### src/rtl/whack_pkg.sv
// ---------------------------------------------------------------------------
// whack_pkg
//
// Purpose:
//    Shared definitions for the whack-a-mole game datapath: the hit
//    classifier state encoding, the system clock rate and the largest
//    supported mole count. Also provides a helper that sizes the lockout
//    down-counter so every user of the package derives it the same way.
//
// Contents:
//    hc_state_t            hit classifier FSM states (IDLE, ARMED, LOCKOUT)
//    CLK_HZ                system clock frequency in Hz
//    MAX_MOLES             upper bound on the number of mole holes
//    lockout_cnt_width()   bits needed to hold a lockout count
// ---------------------------------------------------------------------------
package whack_pkg;

   // System clock of the board; lockout lengths are expressed in these cycles.
   localparam int CLK_HZ = 50_000_000;

   // Widest button/mole vector any block in the game has to cope with.
   localparam int MAX_MOLES = 18;

   // Hit classifier states. IDLE swallows everything until a round starts,
   // ARMED classifies presses, LOCKOUT ignores presses after a miss.
   typedef enum logic [1:0] {
      IDLE    = 2'd0,
      ARMED   = 2'd1,
      LOCKOUT = 2'd2
   } hc_state_t;

   // The counter has to hold LOCKOUT_CYCLES-1 as its load value, so
   // $clog2(cycles+1) bits are plenty. A disabled lockout (0 cycles) still
   // needs a one-bit register so the declaration stays legal.
   function automatic int lockout_cnt_width(input int cycles);
      if (cycles < 1) begin
         return 1;
      end
      return ($clog2(cycles + 1) < 1) ? 1 : $clog2(cycles + 1);
   endfunction

endpackage

### src/rtl/rise_detect.sv
// ---------------------------------------------------------------------------
// rise_detect
//
// Purpose:
//    Registers a vector of already-synchronised levels and reports which bits
//    went from 0 to 1 since the previous clock. The history register updates
//    every cycle unconditionally, so a level held across any change in the
//    consumer's state never shows up later as a stale rising edge.
//
// Ports:
//    clk     in   system clock
//    reset   in   synchronous active-low reset, clears the history register
//    level   in   [WIDTH] current levels (1 = asserted)
//    rise    out  [WIDTH] level & ~previous level, combinational
// ---------------------------------------------------------------------------
module rise_detect #(
   parameter int WIDTH = 8
) (
   input  logic             clk,
   input  logic             reset,
   input  logic [WIDTH-1:0] level,
   output logic [WIDTH-1:0] rise
);

   logic [WIDTH-1:0] level_q;

   // Remember last cycle's levels. Clearing to zero on reset means a button
   // already held when reset releases looks like a fresh edge for one cycle;
   // the consumer decides whether that cycle is allowed to act on it.
   always_ff @(posedge clk) begin
      if (!reset) begin
         level_q <= '0;
      end else begin
         level_q <= level;
      end
   end

   // A bit rises when it is high now and was low on the previous edge.
   assign rise = level & ~level_q;

endmodule

### src/rtl/hit_classifier.sv
// ---------------------------------------------------------------------------
// hit_classifier
//
// Purpose:
//    Sits in front of the combo counter. Turns debounced button levels and
//    the mole controller's "mole up" mask into single-cycle scoring events,
//    knocks struck moles down through mole_whack, and imposes a lockout after
//    every miss so mashing buttons cannot farm hits.
//
// Ports:
//    clk                 in   system clock (50 MHz)
//    reset               in   synchronous active-low reset
//    game_active         in   high while a round runs; low forces IDLE
//    btn                 in   [N_MOLES] debounced button levels, 1 = pressed
//    mole_up             in   [N_MOLES] moles currently visible
//    miss                out  one-cycle pulse for a wrong press
//    non_full_clear_hit  out  one-cycle pulse, valid hit with moles left up
//    full_clear_hit      out  one-cycle pulse, valid hit clearing the board
//    mole_whack          out  [N_MOLES] one-cycle pulse per struck mole
//    locked_out          out  high while presses are being ignored
//
// All outputs are registered; an event appears in the cycle after the edge
// that first samples the press.
// ---------------------------------------------------------------------------
module hit_classifier
   import whack_pkg::*;
#(
   parameter int N_MOLES        = 8,
   parameter int LOCKOUT_CYCLES = 25_000_000
) (
   input  logic               clk,
   input  logic               reset,
   input  logic               game_active,
   input  logic [N_MOLES-1:0] btn,
   input  logic [N_MOLES-1:0] mole_up,
   output logic               miss,
   output logic               non_full_clear_hit,
   output logic               full_clear_hit,
   output logic [N_MOLES-1:0] mole_whack,
   output logic               locked_out
);

   // Counter sizing and the value loaded on a miss. The counter runs from
   // LOCKOUT_CYCLES-1 down to 0 inclusive, which is exactly LOCKOUT_CYCLES
   // cycles spent in LOCKOUT.
   localparam int           CNT_W       = lockout_cnt_width(LOCKOUT_CYCLES);
   localparam int           LOAD_VAL    = (LOCKOUT_CYCLES > 0) ? (LOCKOUT_CYCLES - 1) : 0;
   localparam logic [CNT_W-1:0] CNT_LOAD = CNT_W'(LOAD_VAL);
   localparam bit           LOCKOUT_EN  = (LOCKOUT_CYCLES > 0);

   hc_state_t          state;
   logic [CNT_W-1:0]   cnt;
   logic [N_MOLES-1:0] knocked;
   logic [N_MOLES-1:0] rise;
   logic [N_MOLES-1:0] live;
   logic [N_MOLES-1:0] wrong;
   logic [N_MOLES-1:0] hits;

   // Edge detection on the raw button levels. The history register keeps
   // tracking in every state, so a button held through IDLE or LOCKOUT is
   // already "old" by the time presses are being classified again.
   rise_detect #(
      .WIDTH (N_MOLES)
   ) u_rise_detect (
      .clk   (clk),
      .reset (reset),
      .level (btn),
      .rise  (rise)
   );

   // A mole is only worth hitting while it is up and has not already been
   // whacked in its current appearance. Any new press on a mole that is not
   // live is a wrong press; the rest are valid hits.
   always_comb begin
      live  = mole_up & ~knocked;
      wrong = rise & ~live;
      hits  = rise & live;
   end

   // Main FSM with registered event outputs. Event pulses default low every
   // cycle so each one lasts exactly a single cycle. The knocked mask drops a
   // bit as soon as that mole goes down, and gains bits on the same edge the
   // matching mole_whack pulse is launched, so a second press on a struck
   // mole is judged as a miss even before the mole controller reacts.
   // A miss wins over any valid hits pressed on the same edge.
   always_ff @(posedge clk) begin
      if (!reset) begin
         state              <= IDLE;
         cnt                <= '0;
         knocked            <= '0;
         miss               <= 1'b0;
         non_full_clear_hit <= 1'b0;
         full_clear_hit     <= 1'b0;
         mole_whack         <= '0;
         locked_out         <= 1'b0;
      end else begin
         miss               <= 1'b0;
         non_full_clear_hit <= 1'b0;
         full_clear_hit     <= 1'b0;
         mole_whack         <= '0;
         knocked            <= knocked & mole_up;

         if (!game_active) begin
            state      <= IDLE;
            cnt        <= '0;
            locked_out <= 1'b0;
         end else begin
            case (state)
               IDLE: begin
                  state      <= ARMED;
                  locked_out <= 1'b0;
               end

               ARMED: begin
                  if (wrong != '0) begin
                     miss <= 1'b1;
                     if (LOCKOUT_EN) begin
                        state      <= LOCKOUT;
                        cnt        <= CNT_LOAD;
                        locked_out <= 1'b1;
                     end
                  end else if (hits != '0) begin
                     mole_whack <= hits;
                     knocked    <= (knocked | hits) & mole_up;
                     if ((live & ~hits) == '0) begin
                        full_clear_hit <= 1'b1;
                     end else begin
                        non_full_clear_hit <= 1'b1;
                     end
                  end
               end

               LOCKOUT: begin
                  if (cnt == '0) begin
                     state      <= ARMED;
                     locked_out <= 1'b0;
                  end else begin
                     cnt <= cnt - CNT_W'(1);
                  end
               end

               default: begin
                  state      <= IDLE;
                  cnt        <= '0;
                  locked_out <= 1'b0;
               end
            endcase
         end
      end
   end

endmodule

### config.mk
export PLATFORM = sky130hd
export DESIGN_NAME = hit_classifier
export DESIGN_NICKNAME = d
export VERILOG_FILES = /design/src/rtl/whack_pkg.sv /design/src/rtl/rise_detect.sv /design/src/rtl/hit_classifier.sv
export SDC_FILE = /design/constraint.sdc
export NUM_CORES = 1
export LEC_CHECK = 0
export ABC_AREA = 0
export CORE_MARGIN = 5
export CORE_UTILIZATION = 56
export CTS_CLUSTER_DIAMETER = 150
export CTS_CLUSTER_SIZE = 24
export DETAILED_ROUTE_END_ITERATION = 16
export PLACE_DENSITY = 0.79
export SYNTH_ARGS = -nofsm -noshare
export SYNTH_HDL_FRONTEND = slang
export SYNTH_SLANG_ARGS = --single-unit
### constraint.sdc
create_clock -name clk -period 2.4 [get_ports clk]
set_clock_uncertainty 0.05 [all_clocks]
set_input_delay 0.36 -clock clk [delete_from_list [all_inputs] [get_ports clk]]
set_output_delay 0.36 -clock clk [all_outputs]
set_load 0.02 [all_outputs]
==> impl_metrics.toml <==
[die]
die_area_sq_mm = 0.00658
fp-row-count = 25
ios = 31
start_util_pct = 58.8
fp.coreArea_sq_mm = 0.00482
die_w_microns = 81.1
die_h_microns = 81.1

[timing]
final-hold-violation-count = 0
period_minus_slack_ns = 2.28
rsz0062_at_grt = "no"
maxSlewHeadroom_pct = 52.9
drv_slew = 0
period_share_pct = 95.1
tightest_slew_ns = 0.696
fmax_ghz = 0.438
setup_viol = 0

[critical_path]
r2r-start = "cnt[15]"
required_ns = 2.57
critPathKind = "flip-flop to flip-flop"
crit_fanout = 13
rr_worst_depth = 6
endpoint_kind = "flip-flop"
r2r_end = "cnt[2]"
critical-path-max-stage-delay_ns = 0.67
ff2ff_setup_slack_ns = 0.12
slowest_stage = "or4_1"
cp.arrival_ns = 2.45
cp-start-kind = "flip-flop"
crit_chain = "or4_1 > nor3_4 > a41o_2 > buf_4 > o311ai_0 > o31ai_1"

[drt]
wirelength_microns = 7160
drt-initial-drc-count = 292
drc = 0
wl_per_cell_microns = 16.0
num_vias = 2784
first_pass_iters = 5
ant_nets = 0
post_drt_via_cell_ratio = 6.23

[global_route]
antenna_found_initial = 0
grt_first_pass_wirelength_microns = 12100
grt_usage_pct = 23.3
overflow = 0
grt_pass1_vias = 2666
grt_start_max_net_pins = 29

[job]
drv_cap = 0

[synth]
ys_seq_elements = 54
syn-num-nets = 362
syn_inst = 337
netlist_area_sq_mm = 0.00283
yosysTopAreaCell = "dfxtp_1"
ys_warn_count = 0
synth_edf_count = 0
synth_cell_types = 46
yosys-top-cells-count = "dfxtp_1 (54), a21oi_1 (33), nor2_1 (33), nand2_1 (22), o31ai_1 (20)"
ys_seq_area_share_pct = 38.2
ys_dominant_reg_cell = "dfxtp_1"
yosysMostFrequentCell = "dfxtp_1"
synth_area_leaders = "dfxtp_1 (38%), a21oi_1 (5.8%), o31ai_1 (5.3%)"
synth_top_area_share_pct = 38.2
postSynthAreaPerCell_sq_um = 8.40
synth-async-reset-ratio_pct = 0

[clocking]
cts_inserted_buffers = 5
cts_tree = "yes"
clk_latency_ns = 0.31
cts.clk_slew.worst_paths_ns = 0.09
cts_root_buffer = "clkbuf_8"
cts_resized = 0
cts.sinks = 54
cts_setup_buffers = 0
hold_buffers = 0
clk_path_buf_depth = 2
htreeDepth = 2

[placed_design]
io_buffer_count = 30
gp_congestion = 0.876
hpwl_microns = 5100
placed_cell_area_sq_mm = 0.00334

[min_path]
hold_end = "knocked[7]"
worstHoldPathType = "flip-flop to flip-flop"
worstHoldStart = "knocked[7]"
hold_depth = 2

[power]
p_per_area_mw_per_mm2 = 534
p_leak_nw = 1.26
vdd_ir_drop_max_mv = 0.339

[final_layout]
antenna_cells = 0
finalInstanceArea_sq_mm = 0.00345
layout-drive-gt1-share_pct = 13.4
nNetsFinal = 405
final_util_pct = 71.6
syn_to_final_growth_pct = 21.9

[run_status]
outcome = "finished clean"
-- worst max path at each step --
stage,from,end,slack [ns],depth (start not counted)
2_1_floorplan,cnt[2],cnt[16],0.35,7
3_3_place_gp,btn[3],cnt[14],0.03,9
3_5_place_dp,btn[3],cnt[22],-0.01,8
4_1_cts,cnt[8],cnt[22],0.12,6
5_1_grt,cnt[15],cnt[6],0.03,6
6_report,cnt[15],cnt[2],0.12,6
-- placed cells by master (no fill, tap or decap), drive strengths merged, types with 2 or more instances in the layout --
master,Yosys,final
inv,6,6
nand3,4,4
o21ai,2,2
o22ai,5,5
a21o,2,2
nand2b,12,12
a22oi,2,2
nand4,7,7
or4,5,5
dfxtp,54,54
nand2,23,23
and3,4,4
a211oi,3,3
a22o,2,2
ha,6,6
a21oi,34,34
o31ai,21,21
nor2,33,33
a31oi,14,14
clkdlybuf4s50,0,30
buf,9,29
nor4,7,7
o311ai,15,15
clkbuf,14,6
nor3,15,15
and2,15,15
nor2b,14,14
-- area by class of cell --
type,instances,area [sq um]
Clock buffer,6,82.6
Clock inverter,1,30.0
Fill cell,397,1370
Inverter,6,22.5
Multi-Input combinational cell,254,1610
Sequential cell,54,1080
Tap cell,67,83.8
Timing Repair Buffer,59,543
-- worst max-delay path: cells and delay by family (launching register included) --
family          cells  cell delay (ns)
simple gates        2             1.01
compound gates      3             0.53
buf+inv             1             0.21
flops               1             0.37
-- layer usage --
layer	share of wire [%]	global-route usage, %	routed length (microns)
met3	7.6	6.10	545
met5	0	0	0
met4	1.0	7.60	74
met1	45	31.3	3190
met2	47	36.4	3350
-- cell families (layout without fill, tap and decap cells) --
logic type,after synthesis,after routing,synth area share (%)
fa+ha+maj,6,6,2.65
buf+inv,29,72,5.08
simple gates,140,140,27.4
flops,54,54,38.2
xor+xnor,2,2,0.619
compound gates,106,106,26.1
-- registers in the layout (all words and copies together) (netlist names) --
| register | count |
|---|---|
| state | 1 |
| cnt | 25 |
| u_rise_detect.level_q | 8 |
| knocked | 8 |
| non_full_clear_hit | 1 |
| locked_out | 1 |
| full_clear_hit | 1 |
| miss | 1 |
| mole_whack | 8 |
-- where the power goes --
group	leakage (nW)	internal, W	switching (W)
sequential	0.438	0.000908	0.00000771
combinational	0.760	0.000130	0.000166
clock	0.0573	0.000334	0.000297
-- through the flow --
stage                     instances  worst slack [ns]  power (W)  setup TNS [ns]  hold WS, ns
final                           447             0.119    0.00184               0        0.424
after global routing            447            0.0312    0.00192               0        0.461
after CTS                       447             0.124    0.00185               0        0.428
after detailed placement        440           -0.0135    0.00123         -0.0178        0.405
after global placement          440            0.0329    0.00122               0        0.390
after floorplan                 337             0.349    0.00111               0        0.378
No activity file was read; power rests on OpenSTA's default activity.
